--- config.mk ---
export PLATFORM = sky130hd
export DESIGN_NAME = ej4
export DESIGN_NICKNAME = d
export VERILOG_FILES = /design/src/rtl/ej4.sv
export SDC_FILE = /design/constraint.sdc
export NUM_CORES = 1
export LEC_CHECK = 0
export BUFFER_PORTS_ARGS = -buffer_cell sky130_fd_sc_hd__buf_2
export CELL_PAD_IN_SITES_DETAIL_PLACEMENT = 2
export CELL_PAD_IN_SITES_GLOBAL_PLACEMENT = 2
export CORE_AREA = 2 2 39 41
export DETAILED_ROUTE_END_ITERATION = 6
export DIE_AREA = 0 0 41 43
export GPL_TIMING_DRIVEN = 0
export PLACE_DENSITY = 0.67
export REMOVE_ABC_BUFFERS = 1
export SETUP_SLACK_MARGIN = 0.1
export SKIP_CTS_REPAIR_TIMING = 1
export SYNTH_ARGS = -nofsm -noshare
export SYNTH_HDL_FRONTEND = slang
export SYNTH_SLANG_ARGS = --single-unit
--- constraint.sdc ---
create_clock -name clk -period 1.5 [get_ports clk]
set_clock_uncertainty 0.15 [all_clocks]
set_input_delay 0 -clock clk [delete_from_list [all_inputs] [get_ports clk]]
set_output_delay 0 -clock clk [all_outputs]
set_load 0.005 [all_outputs]
--- src/rtl/ej4.sv ---
// ej4 -- registered evaluation of three fixed 4-input Boolean functions.
//
// Every rising clk edge samples the minterm index {A,B,C,D} and loads:
//   f/fb : F = B XNOR D            (minterms 0,2,5,7,8,10,13,15) and complement
//   g/gb : G = AB + BC + CD        (minterms 3,6,7,11,12,13,14,15) and complement
//   h/hb : H = A ^ B ^ C ^ D       (minterms 1,2,4,7,8,11,13,14) and complement
// A synchronous active-high reset forces f,g,h to 0 and fb,gb,hb to 1.
// Latency is one cycle, and every output comes straight from a flip-flop.
//
// Ports:
//   clk        in   single clock, rising edge
//   reset      in   synchronous, active-high
//   A,B,C,D    in   function variables, A is the MSB of the minterm index
//   f,g,h      out  registered F,G,H
//   fb,gb,hb   out  registered complements of F,G,H
module ej4 (
  input  logic clk,
  input  logic reset,
  input  logic A,
  input  logic B,
  input  logic C,
  input  logic D,
  output logic f,
  output logic g,
  output logic h,
  output logic fb,
  output logic gb,
  output logic hb
);

  logic f_q, g_q, h_q;
  logic fb_q, gb_q, hb_q;
  logic f_d, g_d, h_d;

  always_comb begin
    f_d = ~(B ^ D);
    g_d = (A & B) | (B & C) | (C & D);
    h_d = A ^ B ^ C ^ D;
  end

  // The complement flops have their own registers, which are loaded with the
  // inverted next-state values. This keeps the complement invariant exact on
  // every edge, including the reset edge.
  always_ff @(posedge clk) begin
    if (reset) begin
      f_q  <= 1'b0;
      g_q  <= 1'b0;
      h_q  <= 1'b0;
      fb_q <= 1'b1;
      gb_q <= 1'b1;
      hb_q <= 1'b1;
    end else begin
      f_q  <= f_d;
      g_q  <= g_d;
      h_q  <= h_d;
      fb_q <= ~f_d;
      gb_q <= ~g_d;
      hb_q <= ~h_d;
    end
  end

  assign f  = f_q;
  assign g  = g_q;
  assign h  = h_q;
  assign fb = fb_q;
  assign gb = gb_q;
  assign hb = hb_q;

endmodule

==> flow_metrics.py, run 1 <==
metrics = {
    "detailed_routing": {
        "drc": 0,
        "vias_per_cell": 4.19,
        "firstDrtPassIters": 1,
        "num_vias": 239,
        "drt_first_iter_violations": 0,
        "antenna_left": 0,
        "routed_wl_um": 662,
        "avgRoutedWirePerCell_um": 11.6,
    },
    "sta": {
        "layout_setup_ws_ps": 184,
        "max-slew-margin-rel": 0.818,
        "fmax_mhz": 760,
        "tightest_slew_ps": 271,
        "finalCriticalPeriod_ps": 1320,
        "fin_setup_tns_ps": 0,
        "rsz0062_at_grt": "no",
        "maxSlewViolCount": 0,
        "fin_crit_sh": 0.877,
        "hold_violations": 0,
        "setup_viol": 0,
    },
    "clock_tree": {
        "cts_tree": "done",
        "ctsRootBufferMaster": "clkbuf_4",
        "path_clk_slew_ps": 50,
        "cts_sinks": 6,
        "clock_path_buffers": 2,
        "htree_levels": 1,
        "cts_buffers": 3,
    },
    "placement": {
        "place_area_sq_um": 295,
        "post-place-ws_ps": 206,
        "io_buffer_count": 11,
        "place.gp.congestion": 0.616,
    },
    "critical_path": {
        "path_cells": "dlygate4sd3_1, buf_2, a21oi_1, dlygate4sd3_1",
        "crit_path_max_fanout": 6,
        "slowest_delay_ps": 560,
        "endpoint_kind": "flip-flop",
        "crit_top_cell": "dlygate4sd3_1",
        "crit_slowest_cell": "dlygate4sd3_1",
        "critical_path_required_ps": 1540,
        "start_kind": "input pin",
        "cp.arrival_ps": 1350,
        "critPathKind": "in2reg",
    },
    "grt": {
        "antenna_found_initial": 0,
        "grt_max_degree": 7,
        "grt_overflow": 0,
        "track_usage": 0.0852,
        "grt_pass1_vias": 205,
        "grt_pass1_wl_um": 862,
    },
    "synth": {
        "yosysSeqAreaShare": 0.545,
        "yosysWarnings": 0,
        "synth-xor-area-share": 0.0398,
        "syn_avg_cell_area_sq_um": 11.6,
        "synth_cell_types": 14,
        "yosys.area_share.simple": 0.0909,
        "synth_compound_area_frac": 0.170,
        "muxShareOfSynthArea": 0.0966,
        "synth_seq_cells": 6,
        "syn_inst": 19,
        "synth_top_family_by_area": "compound AO/OA/AOI/OAI gates",
        "netlist_area_sq_um": 220,
        "synth_adder_area_share": 0.0568,
    },
    "power_and_ir_drop": {
        "p_comb_frac": 0.180,
        "p_int_uw": 307,
        "p_clk_frac": 0.376,
        "powerDensity_nw_per_um2": 999,
        "ir_drop_uv": 359,
        "p_sw_frac": 0.227,
        "switchingPower_uw": 90.2,
        "power.share.sequential": 0.444,
        "p_leak_uw": 0.000185,
    },
    "layout": {
        "final_nets": 50,
        "fin_util": 0.288,
        "final_cell_mix": "buf_2 (11), dlygate4sd3_1 (8), dfxtp_1 (6)",
        "synthToLayoutAreaGrowth_pct": 80.7,
        "final_layout_size_suffix_gt1_frac": 0.390,
        "antenna_cells": 0,
        "final_common_cell": "buf_2",
        "final_area_sq_um": 398,
        "fillers": 161,
    },
    "die": {
        "row_count": 14,
        "die_area_sq_um": 1760,
        "dieHeight_um": 43,
        "initial_core_util": 0.159,
        "dieWidth_um": 41,
        "io_pins": 12,
        "core_region_area_sq_um": 1380,
    },
    "status": {
        "status": "completed",
    },
    "hold_path": {
        "min_path_type": "in2reg",
    },
    "job": {
        "max-cap-violations": 0,
    },
}
==> cells by family (layout without fill, tap and decap cells) <==
kind of cell,Yosys count,in the layout
compound gates,5,5
flops,6,6
buf+inv,0,22
xor+xnor,1,1
simple gates,4,4
fa+ha+maj,1,1
mux,2,2
==> stage by stage <==
stage / hold WS [ps] / power [uW] / std cells
5_1_grt: 26.7 / 427 / 57
2_1_floorplan: -80.9 / 206 / 19
4_1_cts: -172 / 395 / 49
3_3_place_gp: 79.7 / 231 / 46
3_5_place_dp: 97.0 / 235 / 46
6_report: 20.9 / 397 / 57
==> final cells by class <==
class	instances	area (sq um)	share of cell area
Timing Repair Buffer	19	135	0.340
Sequential cell	6	120	0.302
Multi-Input combinational cell	13	100	0.252
Clock buffer	3	22.5	0.0566
Tap cell	16	20.0	0.0503
==> metal layers <==
| metal | vias to the layer above | track usage | routed length, um | share of wire |
|---|---|---|---|---|
| met5 | - | 0 | 0 | 0 |
| met4 | 0 | 0.0800 | 0 | 0 |
| met1 | 115 | 0.0831 | 254 | 0.38 |
| li1 | 112 | - | - | - |
| met2 | 12 | 0.106 | 333 | 0.50 |
| met3 | 0 | 0.0681 | 75 | 0.11 |
==> synthesized netlist by cell type (all sizes together) <==
cell | number | share of area
dfxtp | 6 | 0.55
a21o | 1 | 0.034
a21oi | 1 | 0.023
ha | 1 | 0.057
mux2 | 1 | 0.051
mux2i | 1 | 0.045
nand2 | 1 | 0.017
nor2 | 1 | 0.017
nor2b | 1 | 0.028
o21a | 1 | 0.034
o21ba | 1 | 0.045
o21bai | 1 | 0.034
or2 | 1 | 0.028
xnor2 | 1 | 0.040
==> worst paths after layout <==
check	startpoint	end	slack, ps	cells past startpoint
setup / recovery	reset	f	180	4
hold / removal	A	g	20	3
==> power groups by stage <==
stage	Sequential, uW	Combinational, uW	Clock [uW]
after floorplan	181	25.1	0
after global placement	178	52.5	0
after detailed placement	179	56.0	0
after CTS	177	56.1	162
after global routing	177	79.2	170
final	176	71.6	149
==> worst max-delay path, delay by kind of cell <==
family,cells,cell delay [ps]
buffers and inverters,3,1240
AO/OA/AOI/OAI,1,120
==> flip-flops by register name, indices dropped and copies added, names as in the netlist <==
name and cells:
f 1, fb 1, g 1, gb 1, h 1, hb 1
Note: power is estimated with default switching activity, not from simulation.
==> inputs of run 2 (changes only) <==
--- a/config.mk
+++ b/config.mk
@@ -6,9 +6,11 @@
 export NUM_CORES = 1
 export LEC_CHECK = 0
 export BUFFER_PORTS_ARGS = -buffer_cell sky130_fd_sc_hd__buf_2
+export CAP_MARGIN = 15
 export CELL_PAD_IN_SITES_DETAIL_PLACEMENT = 2
 export CELL_PAD_IN_SITES_GLOBAL_PLACEMENT = 2
 export CORE_AREA = 2 2 39 41
+export CTS_BUF_LIST = sky130_fd_sc_hd__clkbuf_16
 export DETAILED_ROUTE_END_ITERATION = 6
 export DIE_AREA = 0 0 41 43
 export GPL_TIMING_DRIVEN = 0
==> run 2 against run 1 <==
The run now ends with hold timing left. Critical path depth stayed put. Worst hold slack worse by 57 ps. Sequential power hardly changed. Critical endpoint unchanged. Count of clock-buffer cells in the layout stayed put. Worst setup slack better by 1.5 ps. Combinational power is 12% lower. Core utilization is 0.90 points higher. Flip-flop and latch count stayed put. Clock power grew to 2.9 times the previous value. Sequential share of layout area is 0.92 points lower. Final area is 3.1% higher. Largest cell class is now sequential cells.
==> flow_metrics.py, run 2 (same netlist as run 1, synthesis figures left out) <==
metrics = {
    "power_and_ir_drop": {
        "powerDensity_nw_per_um2": 1630,
        "p_leak_uw": 0.000191,
        "finalPower_uw": 671,
        "ir_drop_uv": 485,
    },
    "die": {
        "row_count": 14,
        "dieWidth_um": 41,
        "initial_core_util": 0.159,
        "dieHeight_um": 43,
        "core_region_area_sq_um": 1380,
        "io_pins": 12,
        "die_area_sq_um": 1760,
    },
    "critical_path": {
        "critical_path_required_ps": 1520,
        "endpoint_kind": "flip-flop",
        "start_kind": "input pin",
        "crit_slowest_cell": "dlygate4sd3_1",
        "crit_buf_inv": 3,
        "cp.arrival_ps": 1330,
        "slowest_delay_ps": 550,
        "critPathKind": "in2reg",
        "cp.depth": 4,
        "crit_top_cell": "dlygate4sd3_1",
        "crit_path_max_fanout": 6,
        "path_cells": "dlygate4sd3_1, buf_2, a21oi_1, dlygate4sd3_1",
        "cp_top_family": "buffers and inverters",
    },
    "layout": {
        "final_common_cell": "buf_2",
        "synthToLayoutAreaGrowth_pct": 86.4,
        "fillers": 156,
        "final_layout_size_suffix_gt1_frac": 0.432,
        "final_area_sq_um": 410,
        "final_cell_mix": "buf_2 (11), dfxtp_1 (6), dlygate4sd3_1 (4)",
        "antenna_cells": 0,
        "final_nets": 46,
    },
    "detailed_routing": {
        "routed_wl_um": 622,
        "drt_first_iter_violations": 0,
        "antenna_left": 0,
        "drc": 0,
        "num_vias": 216,
        "vias_per_cell": 4.08,
        "firstDrtPassIters": 1,
        "avgRoutedWirePerCell_um": 11.7,
    },
    "clock_tree": {
        "cts_sinks": 6,
        "cts_buffers": 3,
        "htree_levels": 1,
        "ctsRootBufferMaster": "clkbuf_16",
        "cts_tree": "done",
        "clock_path_buffers": 2,
        "path_clk_slew_ps": 30,
    },
    "sta": {
        "maxSlewViolCount": 0,
        "tightest_slew_ps": 274,
        "finalCriticalPeriod_ps": 1310,
        "layout_setup_ws_ps": 186,
        "fin_crit_sh": 0.876,
        "setup_viol": 0,
        "fin_setup_tns_ps": 0,
        "whs_ps": -36.2,
        "max-slew-margin-rel": 0.816,
        "hold_violations": 3,
        "fmax_mhz": 761,
        "rsz0062_at_grt": "no",
    },
    "hold_path": {
        "hold_path_depth": 3,
        "min_path_type": "in2reg",
    },
    "grt": {
        "track_usage": 0.0922,
        "grt_overflow": 0,
        "grt_pass1_vias": 210,
        "antenna_found_initial": 0,
        "grt_pass1_wl_um": 890,
        "grt_max_degree": 7,
    },
    "placement": {
        "place_area_sq_um": 295,
        "place.gp.congestion": 0.616,
        "io_buffer_count": 11,
        "post-place-ws_ps": 206,
    },
    "status": {
        "violations": "hold timing",
        "status": "complete, but fails checks",
    },
    "job": {
        "max-cap-violations": 0,
    },
}
==> run 2: cell types whose count changed in the layout (fill, tap and decap cells not counted), sizes merged <==
cell         before  now
dlygate4sd3       8    4
==> run 2: power breakdown <==
part,internal (uW),switching [uW]
Clock,342,88.5
Sequential,174,3.29
Combinational,36.8,26.5
Total,553,118
==> run 2: final timing paths <==
path,from,end,slack [ps]
min,D,hb,-40
max,reset,f,190
==> run 2: through the flow <==
stage          std cells   util
2_1_floorplan         19      -
5_1_grt               53  0.297
3_5_place_dp          46  0.213
6_report              53  0.297
3_3_place_gp          46  0.213
4_1_cts               49  0.268
==> run 2: area by class of cell <==
type / count / area [sq um] / area share
Sequential cell: 6 / 120 / 0.293
Timing Repair Buffer: 15 / 95.1 / 0.232
Multi-Input combinational cell: 13 / 100 / 0.244
Clock buffer: 3 / 75.1 / 0.183
Tap cell: 16 / 20.0 / 0.0488
==> run 2: routing by layer <==
layer	share of wire	GRT usage	vias to the layer above
met5	0	0	-
met1	0.36	0.0831	97
met3	0.17	0.0838	3
met2	0.43	0.119	15
li1	-	-	101
met4	0.037	0.0800	0
==> inputs of run 3 (changes only) <==
--- a/config.mk
+++ b/config.mk
@@ -5,6 +5,7 @@
 export SDC_FILE = /design/constraint.sdc
 export NUM_CORES = 1
 export LEC_CHECK = 0
+export ABC_AREA = 1
 export BUFFER_PORTS_ARGS = -buffer_cell sky130_fd_sc_hd__buf_2
 export CAP_MARGIN = 15
 export CELL_PAD_IN_SITES_DETAIL_PLACEMENT = 2
@@ -13,8 +14,7 @@
 export CTS_BUF_LIST = sky130_fd_sc_hd__clkbuf_16
 export DETAILED_ROUTE_END_ITERATION = 6
 export DIE_AREA = 0 0 41 43
-export GPL_TIMING_DRIVEN = 0
-export PLACE_DENSITY = 0.67
+export PLACE_DENSITY = 0.71
 export REMOVE_ABC_BUFFERS = 1
 export SETUP_SLACK_MARGIN = 0.1
 export SKIP_CTS_REPAIR_TIMING = 1
==> run 3 against run 2 <==
Flip-flop and latch count is the same. Area after synthesis grew 1.7%. Wire length shrank 9.3%. Die area is the same. The run still ends with hold timing left. Highest routed layer is now met3. Sequential share of layout area grew 1.2 points. Via count grew 4.2%. Final area shrank 4.0%. Core utilization shrank 1.2 points. Clock power shrank 2%. Largest cell class unchanged.
==> flow_metrics.py, run 3 <==
metrics = {
    "status": {
        "status": "complete, but fails checks",
        "violations": "hold timing",
    },
    "job": {
        "max-cap-violations": 0,
    },
    "detailed_routing": {
        "drc": 0,
        "vias_per_cell": 3.88,
        "avgRoutedWirePerCell_um": 9.72,
        "routed_wl_um": 564,
        "num_vias": 225,
        "firstDrtPassIters": 2,
        "drt_first_iter_violations": 1,
        "antenna_left": 0,
    },
    "synth": {
        "netlist_area_sq_um": 224,
        "synth_top_cell_by_area": "dfxtp_1",
        "synth_edf_count": 0,
        "synthTopCellsByArea": "dfxtp_1 (54%), nand2_2 (8.4%), inv_1 (6.7%), ha_1 (5.6%), nand2_1 (5.0%)",
        "synth_seq_cells": 6,
        "syn_inst": 26,
        "yosysWarnings": 0,
        "synthFlopType": "dfxtp_1",
        "ys_async_sr_fraction": 0,
        "syn_avg_cell_area_sq_um": 8.61,
        "synth_cell_types": 12,
        "yosysSeqAreaShare": 0.536,
        "synth_common_cells": "dfxtp_1 (6), inv_1 (4), nand2_1 (3), nand2_2 (3)",
        "yosysMostFrequentCell": "dfxtp_1",
        "yosysTopAreaCellShare": 0.536,
    },
    "clock_tree": {
        "path_clk_slew_ps": 30,
        "htree_levels": 1,
        "ctsRootBufferMaster": "clkbuf_16",
        "cts_tree": "done",
        "cts_sinks": 6,
        "clock_path_buffers": 2,
        "cts_buffers": 3,
    },
    "power_and_ir_drop": {
        "p_leak_uw": 0.000209,
        "powerDensity_nw_per_um2": 1670,
        "ir_drop_uv": 279,
    },
    "sta": {
        "finalCriticalPeriod_ps": 1030,
        "setup_viol": 0,
        "tightest_slew_ps": 142,
        "hold_violations": 2,
        "fmax_mhz": 970,
        "whs_ps": -28.6,
        "fin_setup_tns_ps": 0,
        "fin_crit_sh": 0.687,
        "rsz0062_at_grt": "no",
        "maxSlewViolCount": 0,
        "max-slew-margin-rel": 0.905,
    },
    "grt": {
        "grt_pass1_vias": 240,
        "grt_pass1_wl_um": 917,
        "antenna_found_initial": 0,
        "track_usage": 0.0812,
        "grt_max_degree": 4,
        "grt_overflow": 0,
    },
    "die": {
        "row_count": 14,
        "initial_core_util": 0.162,
        "dieWidth_um": 41,
        "dieHeight_um": 43,
        "io_pins": 12,
        "core_region_area_sq_um": 1380,
        "die_area_sq_um": 1760,
    },
    "layout": {
        "antenna_cells": 0,
        "final_layout_size_suffix_gt1_frac": 0.476,
        "regArea_sq_um": 120,
        "final_cell_mix": "buf_2 (11), dfxtp_1 (6), inv_1 (4)",
        "final_common_cell": "buf_2",
        "final_nets": 51,
        "synthToLayoutAreaGrowth_pct": 76.0,
        "multiInputGateArea_sq_um": 81.3,
        "fin_cells": 58,
        "fillers": 161,
    },
    "critical_path": {
        "crit_slowest_cell": "dlygate4sd3_1",
        "slowest_delay_ps": 520,
        "start_kind": "input pin",
        "critical_path_required_ps": 1460,
        "path_cells": "dlygate4sd3_1, buf_2, xor2_1, nor2_1, inv_1",
        "endpoint_kind": "flip-flop",
        "critPathKind": "in2reg",
        "crit_buf_inv": 3,
        "cp_top_family": "buffers and inverters",
        "crit_path_max_fanout": 3,
        "cp.arrival_ps": 1000,
    },
    "hold_path": {
        "min_path_type": "in2reg",
    },
    "placement": {
        "place.gp.congestion": 0.654,
        "placed_cells": 53,
        "io_buffer_count": 11,
        "hpwl_um": 443,
    },
}
run 3: cell types whose count changed in the layout (fill, tap and decap cells not counted), moves of 2 or more:
cell	previous run	this run
inv_1	0	4
nand2_2	0	3
dlygate4sd3_1	4	2
inv_2	0	2
nand2_1	1	3
nand3_1	0	2
run 3: final timing paths:
kind / start / end / depth (start not counted)
hold / removal: C / gb / 4
setup / recovery: D / fb / 5
run 3: power by group:
group | internal, uW | total, uW | switching (uW)
Clock | 341 | 421 | 80.3
Sequential | 174 | 178 | 3.45
Combinational | 28.9 | 60.9 | 32.0
run 3: cells by family after synthesis:
family / after synthesis / share of synthesized area
simple gates: 10 / 0.223
buf+inv: 6 / 0.101
flops: 6 / 0.536
compound gates: 2 / 0.0446
xor+xnor: 1 / 0.0391
fa+ha+maj: 1 / 0.0559
run 3: cell type report:
| type | instances | share of cell area |
|---|---|---|
| Sequential cell | 6 | 0.305 |
| Tap cell | 16 | 0.0508 |
| Clock buffer | 3 | 0.190 |
| Inverter | 6 | 0.0571 |
| Multi-Input combinational cell | 14 | 0.206 |
| Timing Repair Buffer | 13 | 0.190 |
run 3: stage by stage:
step            util  power, uW  worst slack, ps  hold slack [ps]  instance area, sq um
3_3_place_gp   0.216        235              494             54.1                   299
3_5_place_dp   0.216        238              483             55.0                   299
4_1_cts        0.270        667              703             -178                   374
6_report       0.285        660              469            -28.6                   394
5_1_grt        0.285        692              384             15.0                   394
2_1_floorplan      -        209              660            -83.1                   224
run 3: routing by layer:
layer	vias to the layer above	wire, um	GRT usage
li1	111	-	-
met1	104	188	0.0799
met2	10	318	0.128
met3	0	57	0.0314
met4	0	0	0.0600
met5	-	0	0
